**src/rtl/ddr_arb_pkg.sv**
```systemverilog
// Shared types and default widths for the DDR3 port arbiter.
package ddr_arb_pkg;

  localparam int unsigned DefAddrW  = 32;
  localparam int unsigned DefDataW  = 64;
  localparam int unsigned DefBurstW = 8;

  typedef enum logic [1:0] {
    IDLE,
    WR_CMD,
    RD_CMD,
    RD_DATA
  } state_e;

  typedef enum logic [1:0] {
    REQ_DL,
    REQ_VID,
    REQ_ROM
  } req_e;

endpackage

```
**src/rtl/ddr_arb_priority.sv**
```systemverilog
// Combinational grant logic: download write first, then round-robin between the two readers.
module ddr_arb_priority
  import ddr_arb_pkg::*;
(
  input  logic       dl_req,
  input  logic       vid_req,
  input  logic       rom_req,
  input  req_e       rr_last,
  output logic [2:0] grant,    // {rom, vid, dl}
  output req_e       rr_next
);

  always_comb begin
    grant   = 3'b000;
    rr_next = rr_last;
    if (dl_req) begin
      grant = 3'b001;
    end else if (vid_req && rom_req) begin
      if (rr_last == REQ_VID) begin
        grant   = 3'b100;
        rr_next = REQ_ROM;
      end else begin
        grant   = 3'b010;
        rr_next = REQ_VID;
      end
    end else if (vid_req) begin
      grant   = 3'b010;
      rr_next = REQ_VID;
    end else if (rom_req) begin
      grant   = 3'b100;
      rr_next = REQ_ROM;
    end
  end

endmodule

```
**src/rtl/ddr_arbiter.sv**
```systemverilog
// Shares one DDR3 port between the download writer, video reader and ROM cache reader.
// Optional DDR_ARB_STATS_EN adds saturating command/stall counters.
module ddr_arbiter
  import ddr_arb_pkg::*;
#(
  parameter int unsigned ADDR_W  = DefAddrW,
  parameter int unsigned DATA_W  = DefDataW,
  parameter int unsigned BURST_W = DefBurstW
) (
  input  logic                clk_sys,
  input  logic                reset_n,
  input  logic                dl_wr,
  input  logic [ADDR_W-1:0]   dl_addr,
  input  logic [DATA_W-1:0]   dl_din,
  input  logic [DATA_W/8-1:0] dl_mask,
  output logic                dl_wait,
  input  logic                vid_rd,
  input  logic [ADDR_W-1:0]   vid_addr,
  input  logic [BURST_W-1:0]  vid_burst,
  output logic                vid_wait,
  output logic                vid_valid,
  input  logic                rom_rd,
  input  logic [ADDR_W-1:0]   rom_addr,
  input  logic [BURST_W-1:0]  rom_burst,
  output logic                rom_wait,
  output logic                rom_valid,
  output logic [DATA_W-1:0]   rd_data,
  output logic                ddr_rd,
  output logic                ddr_wr,
  output logic [ADDR_W-1:0]   ddr_addr,
  output logic [BURST_W-1:0]  ddr_burst,
  output logic [DATA_W/8-1:0] ddr_mask,
  output logic [DATA_W-1:0]   ddr_din,
  input  logic [DATA_W-1:0]   ddr_dout,
  input  logic                ddr_wait_req,
  input  logic                ddr_valid
`ifdef DDR_ARB_STATS_EN
  ,
  output logic [31:0]         stat_dl_cnt,
  output logic [31:0]         stat_vid_cnt,
  output logic [31:0]         stat_rom_cnt,
  output logic [31:0]         stat_stall_cnt
`endif
);

  state_e               state_q, state_d;
  req_e                 rr_last_q, rr_last_d, rr_next;
  logic                 owner_rom_q, owner_rom_d;
  logic [ADDR_W-1:0]    addr_q, addr_d;
  logic [DATA_W-1:0]    din_q, din_d;
  logic [DATA_W/8-1:0]  mask_q, mask_d;
  logic [BURST_W-1:0]   burst_q, burst_d, rd_burst;
  logic [BURST_W-1:0]   cnt_q, cnt_d;
  logic [2:0]           grant;
  logic                 idle;

  ddr_arb_priority u_priority (
    .dl_req  (dl_wr),
    .vid_req (vid_rd),
    .rom_req (rom_rd),
    .rr_last (rr_last_q),
    .grant   (grant),
    .rr_next (rr_next)
  );

  // Gated with reset_n so the stalls read as 1 while reset is held.
  assign idle     = (state_q == IDLE) && reset_n;
  assign dl_wait  = !(idle && grant[0]);
  assign vid_wait = !(idle && grant[1]);
  assign rom_wait = !(idle && grant[2]);

  assign rd_burst = grant[2] ? rom_burst : vid_burst;

  always_comb begin
    state_d     = state_q;
    rr_last_d   = rr_last_q;
    owner_rom_d = owner_rom_q;
    addr_d      = addr_q;
    din_d       = din_q;
    mask_d      = mask_q;
    burst_d     = burst_q;
    cnt_d       = cnt_q;
    unique case (state_q)
      IDLE: begin
        if (grant[0]) begin
          addr_d  = dl_addr;
          din_d   = dl_din;
          mask_d  = dl_mask;
          burst_d = BURST_W'(1);
          state_d = WR_CMD;
        end else if (grant[1] || grant[2]) begin
          addr_d      = grant[2] ? rom_addr : vid_addr;
          mask_d      = '1;
          burst_d     = (rd_burst == '0) ? BURST_W'(1) : rd_burst;
          owner_rom_d = grant[2];
          rr_last_d   = rr_next;
          cnt_d       = '0;
          state_d     = RD_CMD;
        end
      end
      WR_CMD: begin
        if (!ddr_wait_req) state_d = IDLE;
      end
      RD_CMD: begin
        // Early beats are illegal but still counted so the burst cannot overrun.
        if (ddr_valid) cnt_d = cnt_q + BURST_W'(1);
        if (!ddr_wait_req) state_d = RD_DATA;
      end
      RD_DATA: begin
        if (ddr_valid) begin
          if (cnt_q >= burst_q - BURST_W'(1)) state_d = IDLE;
          else cnt_d = cnt_q + BURST_W'(1);
        end
      end
      default: state_d = IDLE;
    endcase
  end

  always_ff @(posedge clk_sys or negedge reset_n) begin
    if (!reset_n) begin
      state_q     <= IDLE;
      rr_last_q   <= REQ_ROM;
      owner_rom_q <= 1'b0;
      addr_q      <= '0;
      din_q       <= '0;
      mask_q      <= '0;
      burst_q     <= '0;
      cnt_q       <= '0;
    end else begin
      state_q     <= state_d;
      rr_last_q   <= rr_last_d;
      owner_rom_q <= owner_rom_d;
      addr_q      <= addr_d;
      din_q       <= din_d;
      mask_q      <= mask_d;
      burst_q     <= burst_d;
      cnt_q       <= cnt_d;
    end
  end

  assign ddr_wr    = (state_q == WR_CMD);
  assign ddr_rd    = (state_q == RD_CMD);
  assign ddr_addr  = addr_q;
  assign ddr_din   = din_q;
  assign ddr_mask  = mask_q;
  assign ddr_burst = burst_q;
  assign rd_data   = ddr_dout;

  logic rd_phase;
  assign rd_phase  = (state_q == RD_CMD) || (state_q == RD_DATA);
  assign vid_valid = rd_phase && !owner_rom_q && ddr_valid;
  assign rom_valid = rd_phase && owner_rom_q && ddr_valid;

`ifdef DDR_ARB_STATS_EN
  logic stall;
  assign stall = ((state_q == WR_CMD) || (state_q == RD_CMD)) && ddr_wait_req;

  always_ff @(posedge clk_sys or negedge reset_n) begin
    if (!reset_n) begin
      stat_dl_cnt    <= '0;
      stat_vid_cnt   <= '0;
      stat_rom_cnt   <= '0;
      stat_stall_cnt <= '0;
    end else begin
      if (!dl_wait && stat_dl_cnt != '1) stat_dl_cnt <= stat_dl_cnt + 32'd1;
      if (!vid_wait && stat_vid_cnt != '1) stat_vid_cnt <= stat_vid_cnt + 32'd1;
      if (!rom_wait && stat_rom_cnt != '1) stat_rom_cnt <= stat_rom_cnt + 32'd1;
      if (stall && stat_stall_cnt != '1) stat_stall_cnt <= stat_stall_cnt + 32'd1;
    end
  end
`endif

endmodule

```
**config.mk**
```make
export PLATFORM = sky130hd
export DESIGN_NAME = ddr_arbiter
export DESIGN_NICKNAME = d
export VERILOG_FILES = /design/src/rtl/ddr_arb_pkg.sv /design/src/rtl/ddr_arb_priority.sv /design/src/rtl/ddr_arbiter.sv
export SDC_FILE = /design/constraint.sdc
export NUM_CORES = 1
export LEC_CHECK = 0
export ABC_CLOCK_PERIOD_IN_PS = 3250
export BUFFER_PORTS_ARGS = -buffer_cell sky130_fd_sc_hd__buf_4
export CORE_AREA = 4 4 166 168
export CTS_CLUSTER_SIZE = 25
export DETAILED_ROUTE_END_ITERATION = 6
export DIE_AREA = 0 0 170 172
export MAX_ROUTING_LAYER = met4
export PLACE_DENSITY = 0.48
export REMOVE_ABC_BUFFERS = 1
export SLEW_MARGIN = 20
export SYNTH_ARGS = -nofsm -noshare
export SYNTH_HDL_FRONTEND = slang
export SYNTH_SLANG_ARGS = --single-unit
```
**constraint.sdc**
```tcl
create_clock -name clk_sys -period 3.25 [get_ports clk_sys]
set_input_delay 0.65 -clock clk_sys [delete_from_list [all_inputs] [get_ports clk_sys]]
set_output_delay 0.65 -clock clk_sys [all_outputs]
set_load 0.005 [all_outputs]
```
==> run metrics, run 1 <==
status completed; CTS root buf clkbuf_16; #FFs+latches synth 125; CP Cell Sequence nor2_1, nor4b_1, xnor2_1, ha_1, a21oi_1, o21ai_0, a32o_1, or3_1, o311ai_1; # rows 59; Tcrit/Tclk final 0.835; die width 170 microns; final hold violations 0; switching share of power 0.358; CTS max path bufs 2; IO buf count 309; Lkg Pwr 0.00468 uW; sequential share of power 0.344; Final ANT Viol Nets 0; Ports 438; Setup crit start ddr_burst[3]$_DFFE_PN0P_; prevailing post-synth register cell dfrtp_1; first-pass GRT wire length 38,600 microns; fillers 2,674; DR DRC count 0; clock sinks 125; yosys warns 0; register area 3130 sq um; top area cells in the synthesized netlist dfrtp_1 48%, nand2_1 15%, buf_4 7.4%; Mapped Area 6450 sq um; CP Capture Point cnt_q[6]$_DFFE_PN0P_; antenna cells 0; Max IR drop VDD 0.000290 V; clock latency on the worst-skew pair 410 ps; DRT Wirelength 27,200 microns; Critical R2R Launch ddr_burst[3]$_DFFE_PN0P_; worst reg-to-reg setup slack 540 ps; CTS resizes 0; Pins Over Slew Limit 0; Req. time, crit path 3550 ps; Die Height 172 microns; CTS tree done; Finished Core Util 0.357; max_cap viols 0; antenna violations before repair 0; worst slew pin tran 878 ps; Hold Path Class in -> async; Pre-antenna DRT Iters 4; Pwr per Cell Area 890 nW/um^2; DP HPWL 21,400 microns; Synth cell types 40; Worst-path clk slew 70 ps; Final Non-Filler Cells 1,282; worst stage delay on the critical path 430 ps; r2r endpoint cnt_q[6]$_DFFE_PN0P_; Clock Skew 8.10 ps; share of the synthesized area in the top cell type 0.481; routed len/inst 21.2 microns; Seq/Total Area, Yosys 0.485; fin area 9240 sq um; Rel. slew slack 0.415; vias after detailed routing 5,713; total gr overflow 0; Inst Count DP 1,250; Worst EP arrival 3020 ps; crit-path max FO 11; clock share of power 0.234; Setup crit start kind register; Layout area overhead 43.1%; RSZ-0062 raised after global routing false; CTS buffer count 17; top post-synthesis cells by count 253 x nand2_1, 124 x dfrtp_1, 64 x buf_4; Async SR Flop Fraction 1.00; Synth Instances 697; Total Routing Usage GR 0.186; CTS H-tree depth 4; number of global-route vias before repair 5,686; critical path buffer and inverter count 0; largest net degree at the start of global routing 73; Post-synth EDFFs 0; internal power 5280 uW; final setup vio count 0; Fin Hold WS 116 ps; Max stage delay cell, worst path dfrtp_1; Crit. path cell count 9; GPL Wtd Cong 0.807; drt initial violations 321; nature of the critical path endpoint register; Post CTS Setup Buffer Count 0; die area 29,200 sq um; number of nets in the layout 1,199; footprint of the multi-input gates 2680 sq um; fraction of layout cells with a size suffix above 1 0.414; Crit Path Category reg -> reg; FMAX 368 MHz; Comb pwr share 0.421; minimum clock period 2710 ps; vias per inst 4.46; cell with the most instances after synthesis nand2_1; Starting Density 0.249; Core Region 25,900 sq um; Avg Inst Size Synth 9.26 sq um; area of placed instances 8660 sq um; path depth of the worst reg2reg path 9; Hold Buf Count CTS 0; Tot Pwr 8220 uW; P_sw 2950 uW; leading area contributor after synthesis dfrtp_1; Crit path max-delay family simple AND/OR/NAND/NOR gates
-- placed cells by master (no fill, tap or decap), types with 2 or more instances in the layout --
cell	netlist	final
o21ai_0	42	42
clkinvlp_4	0	3
a211o_1	2	2
nor2b_1	3	3
o211ai_1	2	2
xor2_1	3	3
clkbuf_16	0	17
nand3_1	12	12
mux2_2	33	33
o311ai_0	2	2
clkinv_4	0	2
xnor2_1	3	3
nor4b_1	3	3
mux2i_1	40	40
ha_1	10	10
o21a_1	2	2
nand2_1	253	251
and3_1	2	2
a221o_1	8	8
nor3_1	5	5
a21oi_1	10	10
or4_1	2	2
nor2_1	9	9
nand4_1	2	2
or3_1	2	2
buf_4	64	318
nand2b_1	2	2
inv_8	0	2
dfrtp_1	124	124
inv_1	3	3
inv_6	0	6
nor4_1	5	4
a22oi_1	2	2
nand2_2	0	2
-- flip-flops by register name, summed over array words and instances, names as in the netlist --
name	flops
owner_rom_q	1
ddr_burst	8
rr_last_q	2
cnt_q	8
ddr_addr	32
ddr_din	64
ddr_mask	8
state_q	2
-- power groups by stage --
stage / registers (uW) / logic (uW) / clock network (uW)
final: 2830 / 3460 / 1930
after floorplan: 2840 / 1580 / 0
after global routing: 2940 / 3890 / 2060
after detailed placement: 2840 / 3550 / 0
after global placement: 2830 / 3530 / 0
after CTS: 2830 / 3550 / 2000
-- stage by stage --
stage,setup slack [ps],setup TNS [ps]
after floorplan,-2400,-70980
after global placement,611,0
after detailed placement,545,0
after CTS,518,0
after global routing,271,0
final,535,0
-- metal layers --
metal	GRT usage	up-vias	part of all wire
met3	0.181	20	0.21
met2	0.258	364	0.43
met5	-	-	0
met1	0.189	2599	0.35
li1	-	2730	-
met4	0.0385	0	0.013
-- logic make-up after synthesis --
group	after synthesis	share of synthesized area
muxes	73	0.120
and+or+nand+nor	303	0.192
DFF	125	0.485
adders and majority gates	10	0.0194
AOI/OAI and AO/OA	75	0.0723
buffers and inverters	105	0.104
xor gates and xnor gates	6	0.00814
-- area by class of cell --
class                   instances  area share
repair buffers                320       0.262
inverters                       3     0.00122
flip-flops and latches        125       0.339
clock buffers                  18      0.0475
multi-input cells             467       0.290
well taps                     335      0.0454
clock inverters                14      0.0157
-- worst min-delay path by stage --
| stage | start | end | cells after the start |
|---|---|---|---|
| 2_1_floorplan | reset_n | cnt_q[0]$_DFFE_PN0P_ | 0 |
| 3_3_place_gp | ddr_din[6]$_DFFE_PN0P_ | ddr_din[6]$_DFFE_PN0P_ | 2 |
| 3_5_place_dp | ddr_din[30]$_DFFE_PN0P_ | ddr_din[30]$_DFFE_PN0P_ | 2 |
| 4_1_cts | reset_n | ddr_din[0]$_DFFE_PN0P_ | 1 |
| 5_1_grt | reset_n | ddr_din[0]$_DFFE_PN0P_ | 1 |
| 6_report | reset_n | ddr_din[0]$_DFFE_PN0P_ | 1 |
No activity file was read; power rests on OpenSTA's default activity.
==> run 2, diff against run 1 <==
Settings changed: ABC_AREA set to 1, ABC_CLOCK_PERIOD_IN_PS 3250 to 2810, CORE_AREA 4 4 166 168 to 4 4 168 170, DIE_AREA 0 0 170 172 to 0 0 172 174.
Clock period 3.25 ns to 2.81 ns, I/O delays scaled along.
==> run 2 against run 1 <==
  * Global-route usage is 0.55 points lower
  * Via count rose by 9.5%
  * Wire length is 0.11% higher
  * Sequential cell count is the same
  * Synthesized area rose by 1.4%
  * Critical path depth is 4 lower
  * Total power increased by 13%
  * Die area is 2.4% higher
  * Cell area is 0.72% higher
  * Non-clock buffer count increased by 3
  * Setup slack got worse by 160 ps
==> run metrics, run 2 <==
CTS resizes 0 (unchanged); Synth cell types 33 (-18%); Setup crit start kind register; Max IR drop VDD 0.000379 V (+31%); CTS max path bufs 2 (unchanged); IO buf count 309 (unchanged); die area 29,900 sq um (+2.4%); Req. time, crit path 2250 ps (-1300 ps); routed len/inst 19.3 microns (-9.2%); Pins Over Slew Limit 0 (unchanged); share of the synthesized area in the top cell type 0.474 (-0.00671); Worst EP arrival 1870 ps (-1150 ps); # rows 60 (+1.7%); top area cells in the synthesized netlist dfrtp_1 47%, nand2_1 18%, buf_4 7.5%; Rel. slew slack 0.458 (+0.0435); Critical R2R Launch ddr_burst[0]$_DFFE_PN0P_; max reg flops 64 (unchanged); Die Height 174 microns (+1.2%); Lkg Pwr 0.00489 uW (+4.3%); DRT Wirelength 27,200 microns (+0.11%); number of global-route vias before repair 6,374 (+12%); Crit Path Category reg -> out; FMAX 410 MHz; Setup crit start rr_last_q[1]$_DFFE_PN1P_; prevailing post-synth register cell dfrtp_1; Async SR Flop Fraction 1.00 (unchanged); number of nets in the layout 1,324 (+10%); yosys warns 0 (unchanged); clock latency on the worst-skew pair 410 ps (about the same); status completed; r2r endpoint cnt_q[1]$_DFFE_PN0P_; DR DRC count 0 (unchanged); clock sinks 125 (unchanged); CTS root buf clkbuf_16; Synth Instances 825 (+18%); Total Routing Usage GR 0.180 (-0.00552); Tcrit/Tclk final 0.867; Hold Buf Count CTS 0 (unchanged); final hold violations 0 (unchanged); #FFs+latches synth 125 (unchanged); Mapped Area 6550 sq um (+1.4%); CP Capture Point rom_wait; Seq/Total Area, Yosys 0.478 (-0.00676); worst reg-to-reg setup slack 390 ps (-150 ps); path depth of the worst reg2reg path 13 (+4); leading cell type in the layout, fill and taps excluded buf_4; RSZ-0062 raised after global routing false; die width 172 microns (+1.2%); Starting Density 0.245 (-0.00417); vias per inst 4.43 (-0.66%); crit-path max FO 26 (+15); Final ANT Viol Nets 0 (unchanged); Worst-path clk slew 60 ps (about the same); most frequent cells in the layout 321 x buf_4, 311 x nand2_1, 124 x dfrtp_1, 75 x a21oi_1, 38 x inv_1; CTS buffer count 17 (unchanged); CTS H-tree depth 4 (unchanged); final setup vio count 0 (unchanged); antenna cells 0 (unchanged); antenna violations before repair 0 (unchanged); nature of the critical path endpoint primary output; total gr overflow 0 (unchanged); DP HPWL 21,000 microns (-1.8%); worst setup margin 374 ps (-162 ps); leading area contributor after synthesis dfrtp_1; minimum clock period 2440 ps; Hold Path Class in -> async; Setup TNS Final 0 ps (unchanged); Place WS 376 ps (-169 ps); CTS tree done; drt initial violations 395 (+23%); Post CTS Setup Buffer Count 0 (unchanged); fraction of layout cells with a size suffix above 1 0.346 (-0.0679); Pwr per Cell Area 995 nW/um^2 (+12%); top post-synthesis cells by count 311 x nand2_1, 124 x dfrtp_1, 75 x a21oi_1; fillers 2,856 (+6.8%); Ports 438 (unchanged); vias after detailed routing 6,255 (+9.5%); Avg Inst Size Synth 7.93 sq um (-14%); Pre-antenna DRT Iters 5 (+1); first-pass GRT wire length 39,100 microns (+1.2%); GPL Wtd Cong 0.810 (+0.32%); Clock Skew 11.0 ps (+2.90 ps); max_cap viols 0 (unchanged); Core Region 26,700 sq um (+3.1%); cell with the most instances after synthesis nand2_1; worst slew pin tran 813 ps (-65.2 ps); Layout area overhead 42.2%; Post-synth EDFFs 0 (unchanged); largest net degree at the start of global routing 74 (+1.4%)
## run 2: changes by cell type after synthesis, sizes merged, moves of 4 or more
cell and delta:
o22ai +4, a21oi +65, clkbuf -14, buf +20, o211ai +5, inv +41, mux2 -33, nor2 +20
nand3b +6, nand2 +62, nand3 +21, nor4 -5, mux2i -40
## run 2: critical path, cell delays in order (launching register included)
cell and delay (ps):
dfstp_2 370, nor2_1 260, nand2_4 260, nand2_4 300
nand4_1 120, buf_4 170
## run 2: logic make-up (layout without fill, tap and decap cells)
logic type / after synthesis / in the layout / share of synthesized area
DFF: 125 / 125 / 0.478
xor gates and xnor gates: 6 / 6 / 0.00803
AOI/OAI and AO/OA: 143 / 143 / 0.122
and+or+nand+nor: 389 / 389 / 0.241
adders and majority gates: 10 / 10 / 0.0191
buffers and inverters: 152 / 399 / 0.132
## run 2: how the worst min path moves through the flow
stage / slack (ps) / to / start
floorplan: 270 / cnt_q[0]$_DFFE_PN0P_ / reset_n
global placement: 460 / ddr_din[23]$_DFFE_PN0P_ / ddr_din[23]$_DFFE_PN0P_
detailed placement: 460 / ddr_din[17]$_DFFE_PN0P_ / ddr_din[17]$_DFFE_PN0P_
CTS: 40 / ddr_addr[16]$_DFFE_PN0P_ / reset_n
global route: 40 / ddr_addr[16]$_DFFE_PN0P_ / reset_n
finish: 40 / ddr_addr[16]$_DFFE_PN0P_ / reset_n
## run 2: area by class of cell
class	instances	area, sq um	share of cell area
Timing Repair Buffer	323	2440	0.262
Clock buffer	17	425	0.0457
Inverter	44	165	0.0177
Sequential cell	125	3130	0.336
Multi-Input combinational cell	548	2550	0.274
Clock inverter	15	168	0.0180
Tap cell	341	427	0.0458
## run 2: routing by layer
metal  share of wire  up-vias  track usage
met2            0.42      335        0.251
met4          0.0094        0       0.0314
met5               0        -            -
met3            0.16       14        0.133
li1                -     3050            -
met1            0.41     2856        0.212
## run 2: metrics by stage
step / cells / cell area [sq um] / util / hold WS [ps] / total power (uW)
2_1_floorplan: 717 / 5850 / - / 266 / 4840
3_3_place_gp: 1381 / 8710 / 0.326 / 456 / 7130
3_5_place_dp: 1381 / 8710 / 0.326 / 460 / 7170
4_1_cts: 1413 / 9310 / 0.348 / 44.3 / 9470
5_1_grt: 1413 / 9310 / 0.348 / 38.4 / 10100
6_report: 1413 / 9310 / 0.348 / 39.6 / 9260
## run 2: power by group
group	internal (uW)	leakage (uW)	switching (uW)
sequential	2630	0.00155	520
combinational	1890	0.00305	2000
clock	1270	0.000286	953
total	5790	0.00489	3470
==> run 3, diff against run 2 <==
Settings changed: ABC_CLOCK_PERIOD_IN_PS 2810 to 3000, BUFFER_PORTS_ARGS -buffer_cell sky130_fd_sc_hd__buf_4 to -buffer_cell sky130_fd_sc_hd__buf_2.
Clock period 2.81 ns to 3 ns, I/O delays scaled along.
==> run 3 against run 2 <==
  * Sequential power shrank 7.6%
  * Sequential share of layout area up 3.3 points
  * Global-route usage down 0.54 points
  * Combinational power down 20%
  * Critical path depth unchanged
  * First-iteration DRC count decreased by 12%
  * Core utilization down 3.1 points
  * Register-to-register slack better by 200 ps
  * Wire length shrank 3.2%
==> run metrics, run 3 (synthesized netlist as in run 2, its figures left out) <==
status completed; GPL Wtd Cong 0.852 (+5.2%); Starting Density 0.245 (unchanged); vias per inst 4.44 (+0.40%); first-pass GRT wire length 37,900 microns (-3.0%); Fin Hold WS 33.6 ps (-5.98 ps); IO buf count 309 (unchanged); final setup vio count 0 (unchanged); Worst-path clk slew 60 ps (about the same); Total Routing Usage GR 0.175 (-0.00544); most frequent cells in the layout 311 x nand2_1, 308 x buf_2, 124 x dfrtp_1, 75 x a21oi_1, 38 x inv_1; worst reg-to-reg setup slack 590 ps (+200 ps); Pwr per Cell Area 952 nW/um^2 (-4.4%); CTS resizes 0 (unchanged); DP HPWL 20,300 microns (-3.5%); CTS buffer count 17 (unchanged); total gr overflow 0 (unchanged); die width 172 microns (unchanged); clock latency on the worst-skew pair 410 ps (about the same); Req. time, crit path 2400 ps (+150 ps); Tcrit/Tclk final 0.830; DRT Wirelength 26,400 microns (-3.2%); path depth of the worst reg2reg path 13 (unchanged); fillers 2,948 (+3.2%); leading cell type in the layout, fill and taps excluded nand2_1; Setup crit start kind register; nature of the critical path endpoint primary output; CTS tree done; max_cap viols 0 (unchanged); Rel. slew slack 0.447 (-0.0113); routed len/inst 18.7 microns (-2.8%); Critical R2R Launch ddr_burst[0]$_DFFE_PN0P_; Final ANT Viol Nets 0 (unchanged); footprint of the multi-input gates 2550 sq um (unchanged); Post CTS Setup Buffer Count 0 (unchanged); CTS max path bufs 2 (unchanged); Crit Path Category reg -> out; drt initial violations 348 (-12%); max reg flops 64 (unchanged); Finished Core Util 0.317 (-0.0310); die area 29,900 sq um (unchanged); largest net degree at the start of global routing 74 (unchanged); Die Height 174 microns (unchanged); number of global-route vias before repair 6,198 (-2.8%); Lkg Pwr 0.00462 uW (-5.4%); RSZ-0062 raised after global routing false; register area 3130 sq um (unchanged); fraction of layout cells with a size suffix above 1 0.342 (-0.00400); Hold Buf Count CTS 0 (unchanged); Worst EP arrival 1890 ps (+20 ps); final hold violations 0 (unchanged); FMAX 402 MHz; antenna cells 0 (unchanged); vias after detailed routing 6,258 (+0.048%); minimum clock period 2490 ps; Hold Path Class in -> async; clock sinks 125 (unchanged); Clock Skew 14.2 ps (+3.17 ps); Ports 438 (unchanged); Layout area overhead 29.5%; crit-path max FO 26 (unchanged); DR DRC count 0 (unchanged); number of nets in the layout 1,319 (-0.38%); antenna violations before repair 0 (unchanged); Core Region 26,700 sq um (unchanged); worst slew pin tran 830 ps (+16.9 ps); CTS root buf clkbuf_16; # rows 60 (unchanged); Pre-antenna DRT Iters 4 (-1); CTS H-tree depth 4 (unchanged); Pins Over Slew Limit 0 (unchanged); Max IR drop VDD 0.000434 V (+15%); r2r endpoint cnt_q[4]$_DFFE_PN0P_
run 3: worst max-delay path, cell delays in order (launching register included):
cell and delay, ps:
dfstp_2 360, nor2_1 250, nand2_4 250, nand2_4 270, nand4_1 160, buf_2 170
run 3: cell type report:
cell class | instances | area share
clock buffers | 19 | 0.0523
clock inverters | 13 | 0.0152
inverters | 44 | 0.0195
multi-input cells | 548 | 0.301
flip-flops and latches | 125 | 0.369
well taps | 341 | 0.0503
repair buffers | 318 | 0.193
run 3: worst max-delay path by stage:
stage	end	cells after the start	startpoint
after global routing	cnt_q[6]$_DFFE_PN0P_	14	ddr_burst[0]$_DFFE_PN0P_
after detailed placement	cnt_q[6]$_DFFE_PN0P_	13	ddr_burst[0]$_DFFE_PN0P_
final	rom_wait	5	rr_last_q[1]$_DFFE_PN1P_
after floorplan	ddr_mask[0]$_DFFE_PN0P_	6	dl_wr
after CTS	rom_wait	5	rr_last_q[1]$_DFFE_PN1P_
after global placement	cnt_q[6]$_DFFE_PN0P_	13	ddr_burst[0]$_DFFE_PN0P_
run 3: power by group:
part           total [uW]  internal [uW]  switching (uW)
registers            2910           2460             446
clock network        2030           1180             846
logic                3130           1290            1840
total                8070           4940            3130
run 3: metrics by stage:
step	power, uW	TNS, ps	area (sq um)	cells	setup WS, ps
after floorplan	4530	-8900	5850	717	-318
after global routing	8810	0	8480	1408	266
after CTS	8240	0	8480	1408	487
final	8070	0	8480	1408	510
after detailed placement	6150	0	7910	1376	552
after global placement	6120	0	7910	1376	620
run 3: metal layers:
metal | track usage | up-vias | wire length (microns) | share of wire
met4 | 0.0413 | 0 | 329 | 0.012
met1 | 0.217 | 2831 | 11700 | 0.44
met2 | 0.238 | 353 | 10700 | 0.41
met3 | 0.110 | 22 | 3590 | 0.14
met5 | - | - | 0 | 0
li1 | - | 3052 | - | -
